File: src/rtl/icache_refill_controller.sv
// Instruction-cache refill controller: fetches a missing line beat by beat, writes it into the arrays,
// and walks every index to invalidate on fence.i. Optional RAFI_ICACHE_MISS_COUNTER_EN adds a miss_count output.
module icache_refill_controller #(
  parameter int LINE_WIDTH  = 128,
  parameter int BUS_WIDTH   = 32,
  parameter int INDEX_WIDTH = 6,
  localparam int BEATS        = LINE_WIDTH / BUS_WIDTH,
  localparam int OFFSET_WIDTH = $clog2(LINE_WIDTH / 8),
  localparam int TAG_WIDTH    = 32 - INDEX_WIDTH - OFFSET_WIDTH
) (
  input  logic                   clk,
  input  logic                   rst,
  input  logic                   miss_valid,
  input  logic [31:0]            miss_addr,
  input  logic                   flush_req,
  output logic                   stall,
  output logic                   mem_req_valid,
  input  logic                   mem_req_ready,
  output logic [31:0]            mem_req_addr,
  input  logic                   mem_resp_valid,
  input  logic [BUS_WIDTH-1:0]   mem_resp_data,
  output logic                   array_we,
  output logic [INDEX_WIDTH-1:0] array_index,
  output logic [TAG_WIDTH-1:0]   array_tag,
  output logic                   array_valid,
  output logic [LINE_WIDTH-1:0]  array_line,
  output logic                   refill_done,
`ifdef RAFI_ICACHE_MISS_COUNTER_EN
  output logic                   flush_done,
  output logic [31:0]            miss_count
`else
  output logic                   flush_done
`endif
);

  localparam int BEAT_W = (BEATS > 1) ? $clog2(BEATS) : 1;
  localparam logic [BEAT_W-1:0]      LAST_BEAT  = BEAT_W'(BEATS - 1);
  localparam logic [INDEX_WIDTH-1:0] LAST_INDEX = '1;
  localparam logic [31:0]            BEAT_BYTES = 32'(BUS_WIDTH / 8);

  typedef enum logic [2:0] {IDLE, REQ, WAIT, WRITE, INVAL} state_t;

  state_t                   state;
  logic [31-OFFSET_WIDTH:0] base_hi;
  logic [BEAT_W-1:0]        beat_cnt;
  logic [INDEX_WIDTH-1:0]   inval_idx;
  logic                     flush_pend;
  logic [LINE_WIDTH-1:0]    line_buf;
  logic [LINE_WIDTH-1:0]    line_next;
  logic                     unused_offset;

  assign unused_offset = ^miss_addr[OFFSET_WIDTH-1:0];
  assign stall = (state != IDLE) | miss_valid | flush_req | flush_pend;

  // Line buffer with the arriving beat merged into its slot
  always_comb begin
    line_next = line_buf;
    for (int b = 0; b < BEATS; b++) begin
      if (beat_cnt == BEAT_W'(b)) line_next[b*BUS_WIDTH +: BUS_WIDTH] = mem_resp_data;
    end
  end

  always_ff @(posedge clk or negedge rst) begin
    if (!rst) begin
      state         <= IDLE;
      base_hi       <= '0;
      beat_cnt      <= '0;
      inval_idx     <= '0;
      flush_pend    <= 1'b0;
      line_buf      <= '0;
      mem_req_valid <= 1'b0;
      mem_req_addr  <= '0;
      array_we      <= 1'b0;
      array_index   <= '0;
      array_tag     <= '0;
      array_valid   <= 1'b0;
      array_line    <= '0;
      refill_done   <= 1'b0;
      flush_done    <= 1'b0;
    end else begin
      array_we    <= 1'b0;
      array_index <= '0;
      array_tag   <= '0;
      array_valid <= 1'b0;
      array_line  <= '0;
      refill_done <= 1'b0;
      flush_done  <= 1'b0;
      // A flush seen while busy is remembered and served from IDLE ahead of any miss
      if (flush_req && state != IDLE) flush_pend <= 1'b1;
      case (state)
        IDLE: begin
          if (flush_req || flush_pend) begin
            state       <= INVAL;
            flush_pend  <= 1'b0;
            array_we    <= 1'b1;
            array_index <= inval_idx;
          end else if (miss_valid) begin
            state         <= REQ;
            base_hi       <= miss_addr[31:OFFSET_WIDTH];
            beat_cnt      <= '0;
            mem_req_valid <= 1'b1;
            mem_req_addr  <= {miss_addr[31:OFFSET_WIDTH], {OFFSET_WIDTH{1'b0}}};
          end
        end
        REQ: begin
          if (mem_req_ready) begin
            state         <= WAIT;
            mem_req_valid <= 1'b0;
          end
        end
        WAIT: begin
          if (mem_resp_valid) begin
            line_buf <= line_next;
            if (beat_cnt == LAST_BEAT) begin
              state       <= WRITE;
              array_we    <= 1'b1;
              array_valid <= 1'b1;
              array_index <= base_hi[INDEX_WIDTH-1:0];
              array_tag   <= base_hi[31-OFFSET_WIDTH:INDEX_WIDTH];
              array_line  <= line_next;
              refill_done <= 1'b1;
            end else begin
              state         <= REQ;
              beat_cnt      <= beat_cnt + 1'b1;
              mem_req_valid <= 1'b1;
              mem_req_addr  <= mem_req_addr + BEAT_BYTES;
            end
          end
        end
        WRITE: state <= IDLE;
        INVAL: begin
          // inval_idx names the index currently on the array port; it wraps back to 0 after the last one
          inval_idx <= inval_idx + 1'b1;
          if (inval_idx == LAST_INDEX) begin
            state <= IDLE;
          end else begin
            array_we    <= 1'b1;
            array_index <= inval_idx + 1'b1;
            flush_done  <= (inval_idx + 1'b1) == LAST_INDEX;
          end
        end
        default: state <= IDLE;
      endcase
    end
  end

`ifdef RAFI_ICACHE_MISS_COUNTER_EN
  always_ff @(posedge clk or negedge rst) begin
    if (!rst) miss_count <= '0;
    else if (refill_done) miss_count <= miss_count + 32'd1;
  end
`endif

endmodule
File: config.mk
export PLATFORM = sky130hd
export DESIGN_NAME = icache_refill_controller
export DESIGN_NICKNAME = d
export VERILOG_FILES = /design/src/rtl/icache_refill_controller.sv
export SDC_FILE = /design/constraint.sdc
export NUM_CORES = 1
export LEC_CHECK = 0
export BUFFER_PORTS_ARGS = -buffer_cell sky130_fd_sc_hd__buf_2
export CAP_MARGIN = 15
export CORE_MARGIN = 5
export CORE_UTILIZATION = 54
export CTS_BUF_LIST = sky130_fd_sc_hd__clkbuf_16
export DETAILED_ROUTE_END_ITERATION = 8
export HOLD_SLACK_MARGIN = 0.15
export PLACE_DENSITY = 0.82
export SLEW_MARGIN = 30
export SYNTH_ARGS = -nofsm -noshare
export SYNTH_HDL_FRONTEND = slang
export SYNTH_SLANG_ARGS = --single-unit
export TNS_END_PERCENT = 10
File: constraint.sdc
create_clock -name clk -period 2.4 [get_ports clk]
set_input_delay 0.48 -clock clk [delete_from_list [all_inputs] [get_ports clk]]
set_output_delay 0.48 -clock clk [all_outputs]
set_load 0.01 [all_outputs]
==> out/qor.yml, run 1 <==
status:
  outcome: "finished clean"
detailed_routing:
  viasPerCell: 5.45
  wire_per_inst_um: 18.3
  drc: 0
  firstDrtPassIters: 5
  dr.first_iter.drc_count: 656
  routed_wl_um: 31100
  antenna_left: 0
  num_vias: 9263
placed_design:
  dp_hpwl_um: 20700
  portBuffers: 257
  placed_cells: 1642
  gp_congestion: 0.868
clocking:
  cts_tree: "built"
  root_buffer: "clkbuf_16"
  numCtsBuffers: 34
  cts.sinks: 326
  clock_tree.buffer_depth: 3
  clk_pin_slew_worst_paths_ps: 60
  cts.repair.resized: 0
  ctsHoldBuffers: 1
  clk_latency_ps: 500
  post-cts-setup-buffers: 0
  cts_htree_levels: 2
power_and_ir_drop:
  leakage_nw: 8.47
  comb_power_share: 0.038
  power.share.switching: 0.213
  clock_power_share: 0.456
  intPower_mw: 8.63
  pwr-share-seq: 0.507
  p_sw_mw: 2.34
  power.total_mw: 11.0
  powerDensity_nw_per_um2: 688
  vdd_drop_max_mv: 0.501
sta:
  period_needed_ps: 2250
  relSlewSlack: 0.503
  slew_violations: 0
  skew_ps: 11.3
  tightestPinTransition_ps: 746
  rsz0062_at_grt: "false"
  fmax_ghz: 0.444
  timing.final.crit_share: 0.939
  hold_viol: 0
  finalSetupTns_ps: 0
  finalSetupViolCount: 0
final_layout:
  fin_nets: 1432
  fill_cells: 1821
  layout-drive-gt1-share: 0.335
  final_util: 0.661
  final_cells: 1701
  area_growth_pct: 21.6
setup_path:
  setup.worst_path.start: "state[1]"
  crit_required_ps: 1920
  worstReg2RegStart: "mem_req_addr[6]"
  reg2reg_setup_slack_ps: 260
  startpoint_type: "flip-flop"
  worst-path-max-fanout: 11
  cp.arrival_ps: 1770
  setup.worst_path.class: "reg2out"
  endpoint_kind: "primary output"
global_route:
  grt_usage: 0.227
  grt_start_max_net_pins: 97
  antenna_found_initial: 3
  grt-ovfl-total: 0
  grt_pass1_vias: 9702
  grt_pass1_wl_um: 51400
floorplanning:
  rows: 57
  die_h_um: 166
  die_area_um2: 27500
  ios: 264
  die_w_um: 166
  start_util: 0.543
  core_um2: 24100
logic_synthesis:
  ys_seq_area_frac: 0.623
  synth_edf_count: 0
  ys_types: 62
  synth_warnings: 0
  synthFlopType: "dfrtp_1"
  async_flop_share: 1.00
  syn_avg_cell_area_um2: 12.1
  synth_area_um2: 13100
  ys_seq_elements: 326
  synthCells: 1084
flow_run:
  max_cap_viol_count: 0
hold_path:
  worstHoldStart: "miss_addr[8]"
  min_path_type: "in2reg"
final cells by class:
type                    instances  area [µm²]  area share
clock buffers                  35         876      0.0550
well taps                     324         405      0.0254
flip-flops and latches        326        8160       0.512
inverters                       7        26.3     0.00165
clock inverters                22         180      0.0113
repair buffers                297        1640       0.103
multi-input cells             689        4640       0.291
diodes                          1        2.50    0.000157
flip-flops by register name, summed over array words and instances, names as in the netlist:
| name | count |
|---|---|
| array_index | 6 |
| array_line | 128 |
| array_tag | 22 |
| array_we | 1 |
| base_hi | 28 |
| beat_cnt | 2 |
| flush_done | 1 |
| flush_pend | 1 |
| inval_idx | 6 |
| line_buf | 96 |
| mem_req_addr | 30 |
| mem_req_valid | 1 |
| refill_done | 1 |
| state | 3 |
per-stage QoR:
| step | worst slack [ps] | instance area [µm²] | hold WS [ps] |
|---|---|---|---|
| floorplan | 523 | 13100 | 184 |
| global placement | 329 | 14900 | 451 |
| detailed placement | 247 | 14900 | 454 |
| CTS | 119 | 15900 | 177 |
| global route | 18.8 | 15900 | 185 |
| finish | 145 | 15900 | 194 |
logic make-up after synthesis:
group	share of synthesized area
xor gates and xnor gates	0.00401
muxes	0.156
AOI/OAI and AO/OA	0.0496
adders and majority gates	0.00669
DFF	0.623
and+or+nand+nor	0.134
buffers and inverters	0.0263
other	0.000286
synthesized netlist by cell type (2+ instances only):
cell type	count	area [µm²]
mux2i_1	96	961
buf_6	2	22.5
clkbuf_8	3	41.3
xnor2_1	4	35.0
a32oi_1	2	17.5
inv_1	7	26.3
buf_2	17	85.1
a31oi_1	4	25.0
mux2_2	96	1080
o21a_1	2	15.0
nand4_1	14	87.6
nor2_1	118	443
and2_1	54	338
nor4_1	2	12.5
nor3_1	10	50.1
nand3_1	30	150
a31o_2	2	17.5
or3_1	3	18.8
or3_2	2	15.0
o21ai_0	37	185
nand3b_1	3	22.5
buf_1	2	7.51
clkbuf_1	35	131
ha_1	7	87.6
a221o_1	2	20.0
o22ai_1	6	37.5
a22oi_1	4	30.0
nand2b_1	2	12.5
a311oi_1	2	17.5
a2bb2oi_1	4	35.0
and3_1	3	18.8
o211ai_1	4	30.0
nand2_1	118	443
a21oi_1	30	150
xor2_1	2	17.5
buf_4	4	30.0
dfrtp_1	326	8160
power by group through the flow:
stage	sequential, mW	clock, mW	combinational [mW]
3_3_place_gp	5.65	0	0.407
2_1_floorplan	5.65	0	0.124
3_5_place_dp	5.65	0	0.414
6_report	5.55	5.00	0.411
4_1_cts	5.55	5.08	0.418
5_1_grt	5.55	5.37	0.462
routing by layer:
metal	track usage	part of all wire	routed length [µm]	up-vias
li1	-	-	-	4246
met1	0.295	0.41	12900	4613
met2	0.381	0.49	15300	323
met3	0.0524	0.064	1980	77
met4	0.0775	0.031	965	4
met5	0	0.00080	25	-
path summary, 6_finish.rpt:
check | end | depth (start not counted)
max | stall | 4
min | base_hi[4] | 3
max reg2reg | mem_req_addr[29] | 5
min reg2reg | base_hi[11] | 2
max in group asynchronous | line_buf[78] | 3
min in group asynchronous | array_tag[8] | 2
cell usage in the layout (no fill, tap or decap), drive strengths merged, types with 3 or more instances in the layout:
| cell | n |
|---|---|
| a21oi | 30 |
| a22oi | 4 |
| a2bb2oi | 4 |
| a31oi | 4 |
| and2 | 55 |
| and3 | 4 |
| buf | 296 |
| bufinv | 3 |
| clkbuf | 35 |
| clkinv | 13 |
| dfrtp | 326 |
| ha | 7 |
| inv | 13 |
| mux2 | 96 |
| mux2i | 96 |
| nand2 | 118 |
| nand3 | 30 |
| nand3b | 3 |
| nand4 | 15 |
| nor2 | 119 |
| nor3 | 12 |
| nor4 | 3 |
| o211ai | 4 |
| o21ai | 37 |
| o22ai | 6 |
| or3 | 6 |
| xnor2 | 4 |
critical path: stages, from the launching register on:
cell	delay [ps]
dfrtp_1	470
buf_4	220
nor3_1	270
nand3_1	150
buf_2	170
Note: power is estimated with default switching activity, not from simulation.
==> run 2: changes to the inputs <==
--- a/config.mk
+++ b/config.mk
@@ -9,7 +9,6 @@
 export CAP_MARGIN = 15
 export CORE_MARGIN = 5
 export CORE_UTILIZATION = 54
-export CTS_BUF_LIST = sky130_fd_sc_hd__clkbuf_16
 export DETAILED_ROUTE_END_ITERATION = 8
 export HOLD_SLACK_MARGIN = 0.15
 export PLACE_DENSITY = 0.82
==> run 2 against run 1 <==
  * Sequential share of layout area fell by 0.13 points
  * Clock power rose by 3%
  * Final area rose by 0.25%
  * Count of clock-buffer cells in the layout rose by 10
  * Die area did not move
  * Via count rose by 0.81%
  * Combinational power barely moved
  * Cell count did not move
  * Critical path type unchanged
  * Critical endpoint unchanged
==> out/qor.yml, run 2 (synthesized netlist as in run 1, its figures left out) <==
setup_path:
  slowest_stage: "dfrtp_1"
  path_delay_family: "flip-flops"
  worst-path-max-fanout: 11  # unchanged
  worstReg2RegStart: "mem_req_addr[6]"
  r2r_end: "mem_req_addr[29]"
  reg2reg_setup_slack_ps: 230  # -30 ps
  reg2regPathDepth: 5  # unchanged
  crit_buf_inv: 2  # unchanged
  startpoint_type: "flip-flop"
  critPathMaxStageDelay_ps: 470  # about the same
  worstPathCellList: "buf_4 -> nor3_1 -> nand3_1 -> buf_2"
  cp.arrival_ps: 1770  # about the same
  crit_required_ps: 1920  # about the same
  endpoint_kind: "primary output"
  setup.worst_path.class: "reg2out"
sta:
  final.setup.worst_slack_ps: 154  # +8.12 ps
  fmax_ghz: 0.445  # +0.36%
  finalSetupViolCount: 0  # unchanged
  skew_ps: 13.1  # +1.87 ps
  finalSetupTns_ps: 0  # unchanged
  timing.final.crit_share: 0.936  # -0.00338
  rsz0062_at_grt: "false"
  hold_slack_ps: 195  # +1.01 ps
  hold_viol: 0  # unchanged
  slew_violations: 0  # unchanged
  relSlewSlack: 0.509  # +0.00629
  tightestPinTransition_ps: 737  # -9.44 ps
  period_needed_ps: 2250  # -8.12 ps
status:
  outcome: "finished clean"
floorplanning:
  core_um2: 24100  # unchanged
  rows: 57  # unchanged
  die_w_um: 166  # unchanged
  die_h_um: 166  # unchanged
  ios: 264  # unchanged
  start_util: 0.543  # unchanged
  die_area_um2: 27500  # unchanged
global_route:
  grt_pass1_wl_um: 52200  # +1.6%
  grt_pass1_vias: 9758  # +0.58%
  grt_start_max_net_pins: 97  # unchanged
  grt_usage: 0.232  # +0.00450
  grt-ovfl-total: 0  # unchanged
  antenna_found_initial: 3  # unchanged
final_layout:
  final_common_cell: "dfrtp_1"
  final_util: 0.663  # +0.00166
  final_cell_mix: "326 x dfrtp_1, 256 x buf_2, 118 x nand2_1"
  regArea_um2: 8160  # unchanged
  fill_cells: 1834  # +0.71%
  top_register: "array_line"
  layout-drive-gt1-share: 0.338  # +0.00291
  largest_registers: "array_line (128), line_buf (96), mem_req_addr (30)"
  multi_input_area_um2: 4640  # unchanged
  largest_reg_flops: 128  # unchanged
  area_growth_pct: 21.9
  fin_nets: 1432  # unchanged
placed_design:
  place_ws_ps: 247  # unchanged
  dp_hpwl_um: 20700  # unchanged
  portBuffers: 257  # unchanged
  gp_congestion: 0.868  # unchanged
clocking:
  root_buffer: "clkbuf_16"
  post-cts-setup-buffers: 0  # unchanged
  clk_latency_ps: 500  # about the same
  cts_tree: "built"
  cts_htree_levels: 2  # unchanged
  clock_tree.buffer_depth: 3  # unchanged
  cts.sinks: 326  # unchanged
  clk_pin_slew_worst_paths_ps: 60  # about the same
  numCtsBuffers: 34  # unchanged
detailed_routing:
  firstDrtPassIters: 5  # unchanged
  num_vias: 9338  # +0.81%
  routed_wl_um: 31800  # +2.0%
  viasPerCell: 5.49  # +0.81%
  wire_per_inst_um: 18.7  # +2.0%
  drc: 0  # unchanged
  antenna_left: 0  # unchanged
  dr.first_iter.drc_count: 648  # -1.2%
power_and_ir_drop:
  pwr-share-seq: 0.498  # -0.009
  vdd_drop_max_mv: 0.500  # -0.10%
  clock_power_share: 0.465  # +0.009
  intPower_mw: 8.78  # +1.8%
  p_sw_mw: 2.36  # +0.91%
  comb_power_share: 0.037  # about the same
  powerDensity_nw_per_um2: 697  # +1.3%
  leakage_nw: 8.46  # about the same
  power.share.switching: 0.212  # -0.00145
hold_path:
  worstHoldStart: "miss_addr[8]"
  hold_depth: 3  # unchanged
  hold_end: "base_hi[4]"
  min_path_type: "in2reg"
flow_run:
  max_cap_viol_count: 0  # unchanged
## run 2: cell count changes in the layout (fill, tap and decap cells not counted)
cell	delta
inv_1	-6
clkbuf_1	+6
clkinv_1	-4
clkbuf_8	+4
## run 2: final cells by class
cell class	count	area share
diodes	1	0.000157
inverters	7	0.00165
clock buffers	45	0.0597
well taps	324	0.0254
flip-flops and latches	326	0.511
multi-input cells	689	0.291
clock inverters	12	0.00893
repair buffers	297	0.103
## run 2: per-stage QoR
step / total power, mW / instance area (µm²) / std cells
finish: 11.1 / 16000 / 1701
global route: 11.6 / 16000 / 1701
CTS: 11.2 / 16000 / 1700
detailed placement: 6.06 / 14900 / 1642
global placement: 6.06 / 14900 / 1642
floorplan: 5.78 / 13100 / 1085
## run 2: worst max-delay path by stage
stage / startpoint / endpoint / slack (ps) / depth (start not counted)
3_3_place_gp: flush_req / mem_req_addr[20] / 330 / 6
2_1_floorplan: state[0] / mem_req_addr[29] / 520 / 6
6_report: state[1] / stall / 150 / 4
5_1_grt: state[1] / stall / 20 / 4
3_5_place_dp: state[0] / array_line[51] / 250 / 5
4_1_cts: state[1] / stall / 120 / 4
## run 2: worst register-to-register path: stages (launching register included)
cell	delay [ps]
dfrtp_1	480
nand4_2	260
nor3_4	500
nand4_1	270
or4_1	470
nand4_1	110
## run 2: per-layer routing
| metal | part of all wire | vias up | global-route usage |
|---|---|---|---|
| li1 | - | 4245 | - |
| met1 | 0.41 | 4695 | 0.296 |
| met2 | 0.50 | 327 | 0.392 |
| met3 | 0.063 | 67 | 0.0533 |
| met4 | 0.031 | 4 | 0.0825 |
| met5 | 0.00079 | - | 0 |
## run 2: timing repair
item                                   4_1_cts  5_1_grt
endpoints found under the hold margin       47        0
hold buffers                                 1        0
gates resized for setup                      0        0
## run 2: power by group through the flow
| stage | clock network [mW] | registers (mW) | logic [mW] |
|---|---|---|---|
| 3_5_place_dp | 0 | 5.65 | 0.414 |
| 5_1_grt | 5.54 | 5.55 | 0.464 |
| 6_report | 5.17 | 5.55 | 0.412 |
| 2_1_floorplan | 0 | 5.65 | 0.124 |
| 4_1_cts | 5.26 | 5.55 | 0.420 |
| 3_3_place_gp | 0 | 5.65 | 0.407 |
==> run 3: changes to the inputs <==
--- a/config.mk
+++ b/config.mk
@@ -12,6 +12,7 @@
 export DETAILED_ROUTE_END_ITERATION = 8
 export HOLD_SLACK_MARGIN = 0.15
 export PLACE_DENSITY = 0.82
+export RECOVER_POWER = 25
 export SLEW_MARGIN = 30
 export SYNTH_ARGS = -nofsm -noshare
 export SYNTH_HDL_FRONTEND = slang
==> run 3 against run 2 <==
  * Final area is essentially flat
  * The flow now finishes with violations (max-capacitance violations, max-slew violations)
  * Highest routed layer unchanged
  * Critical path type unchanged
  * Critical path depth is the same
  * Register-to-register slack better by 20 ps
==> out/qor.yml, run 3 (synthesized netlist as in run 1, its figures left out) <==
status:
  outcome: "finished with violations"
  violations: "max-capacitance violations, max-slew violations"
power_and_ir_drop:
  powerDensity_nw_per_um2: 698  # about the same
  leakage_nw: 8.46  # about the same
  vdd_drop_max_mv: 0.500  # about the same
  power.total_mw: 11.1  # about the same
setup_path:
  endpoint_kind: "primary output"
  cp.arrival_ps: 1780  # about the same
  setup.worst_path.class: "reg2out"
  crit_required_ps: 1920  # about the same
  worst-path-max-fanout: 11  # unchanged
  startpoint_type: "flip-flop"
detailed_routing:
  viasPerCell: 5.50  # +0.20%
  antenna_left: 0  # unchanged
  num_vias: 9362  # +0.26%
  routed_wl_um: 31800  # about the same
  drc: 0  # unchanged
  dr.first_iter.drc_count: 653  # +0.77%
  wire_per_inst_um: 18.7  # about the same
  firstDrtPassIters: 5  # unchanged
final_layout:
  top_register: "array_line"
  largest_registers: "array_line (128), line_buf (96), mem_req_addr (30)"
  layout-drive-gt1-share: 0.338  # unchanged
  postLayoutCellArea_um2: 16000  # about the same
  final_cell_mix: "326 x dfrtp_1, 256 x buf_2, 118 x nand2_1"
  area_growth_pct: 21.8  # about the same
  largest_reg_flops: 128  # unchanged
  final_common_cell: "dfrtp_1"
  fin_nets: 1432  # unchanged
placed_design:
  place_area_um2: 14900  # unchanged
  gp_congestion: 0.868  # unchanged
  dp_hpwl_um: 20700  # unchanged
  portBuffers: 257  # unchanged
global_route:
  grt-ovfl-total: 0  # unchanged
  grt_usage: 0.232  # unchanged
  grt_pass1_wl_um: 52200  # unchanged
  grt_start_max_net_pins: 97  # unchanged
  grt_pass1_vias: 9758  # unchanged
  antenna_found_initial: 3  # unchanged
clocking:
  cts_htree_levels: 2  # unchanged
  clk_pin_slew_worst_paths_ps: 60  # about the same
  clock_tree.buffer_depth: 3  # unchanged
  cts.sinks: 326  # unchanged
  numCtsBuffers: 34  # unchanged
  cts.repair.resized: 0  # unchanged
  root_buffer: "clkbuf_16"
  clk_latency_ps: 500  # about the same
  cts_tree: "built"
sta:
  finalSetupViolCount: 0  # unchanged
  timing.final.crit_share: 0.942  # +0.00595
  rsz0062_at_grt: "false"
  finalSetupTns_ps: 0  # unchanged
  hold_viol: 0  # unchanged
  period_needed_ps: 2260  # +14.3 ps
  fmax_ghz: 0.442  # -0.63%
  tightestPinTransition_ps: 1680  # +948 ps
  relSlewSlack: -0.123  # -0.632
  slew_violations: 57  # +57
  skew_ps: 12.4  # -0.771 ps
flow_run:
  max_cap_viol_count: 1  # +1
floorplanning:
  die_h_um: 166  # unchanged
  start_util: 0.543  # unchanged
  core_um2: 24100  # unchanged
  ios: 264  # unchanged
  rows: 57  # unchanged
  die_w_um: 166  # unchanged
  die_area_um2: 27500  # unchanged
hold_path:
  min_path_type: "in2reg"
-- run 3: metrics by stage --
stage	hold slack [ps]	instances	setup slack, ps	utilization
6_report	195	1702	139	0.662
4_1_cts	177	1700	119	0.662
2_1_floorplan	184	1085	523	-
5_1_grt	185	1701	18.8	0.662
3_5_place_dp	454	1642	247	0.616
3_3_place_gp	451	1642	329	0.616
-- run 3: per-layer routing --
| metal | share of wire | global-route usage |
|---|---|---|
| met5 | 0.00079 | 0 |
| met4 | 0.032 | 0.0825 |
| met3 | 0.063 | 0.0533 |
| met2 | 0.50 | 0.392 |
| met1 | 0.41 | 0.296 |
-- run 3: path summary, 6_finish.rpt --
check	startpoint	endpoint	slack, ps	depth (start not counted)
max	state[1]	stall	140	4
min	miss_addr[8]	base_hi[4]	200	3
min reg2reg	base_hi[11]	base_hi[11]	460	2
min in group asynchronous	rst	array_tag[8]	950	2
max reg2reg	mem_req_addr[6]	mem_req_addr[29]	250	5
max in group asynchronous	rst	line_buf[1]	330	3
-- run 3: layout make-up --
type                    count  area (µm²)
well taps                 324         405
multi-input cells         689        4640
flip-flops and latches    326        8160
diodes                      2        5.00
fillers                  1837        8150
clock inverters            12         143
repair buffers            297        1620
inverters                   7        26.3
clock buffers              45         953
-- run 3: power breakdown --
part,switching (mW),internal [mW]
Sequential,0.0249,5.53
Clock,2.06,3.11
Combinational,0.272,0.138
-- run 3: timing repair --
action,in CTS,in global routing
buffers inserted,0,0
hold buffers,1,0
hold endpoints to repair,47,0
-- run 3: critical path, cell delays in order (launching register included) --
cell and delay, ps:
dfrtp_1 480, buf_4 220, nor3_1 280, nand3_1 150
buf_2 160
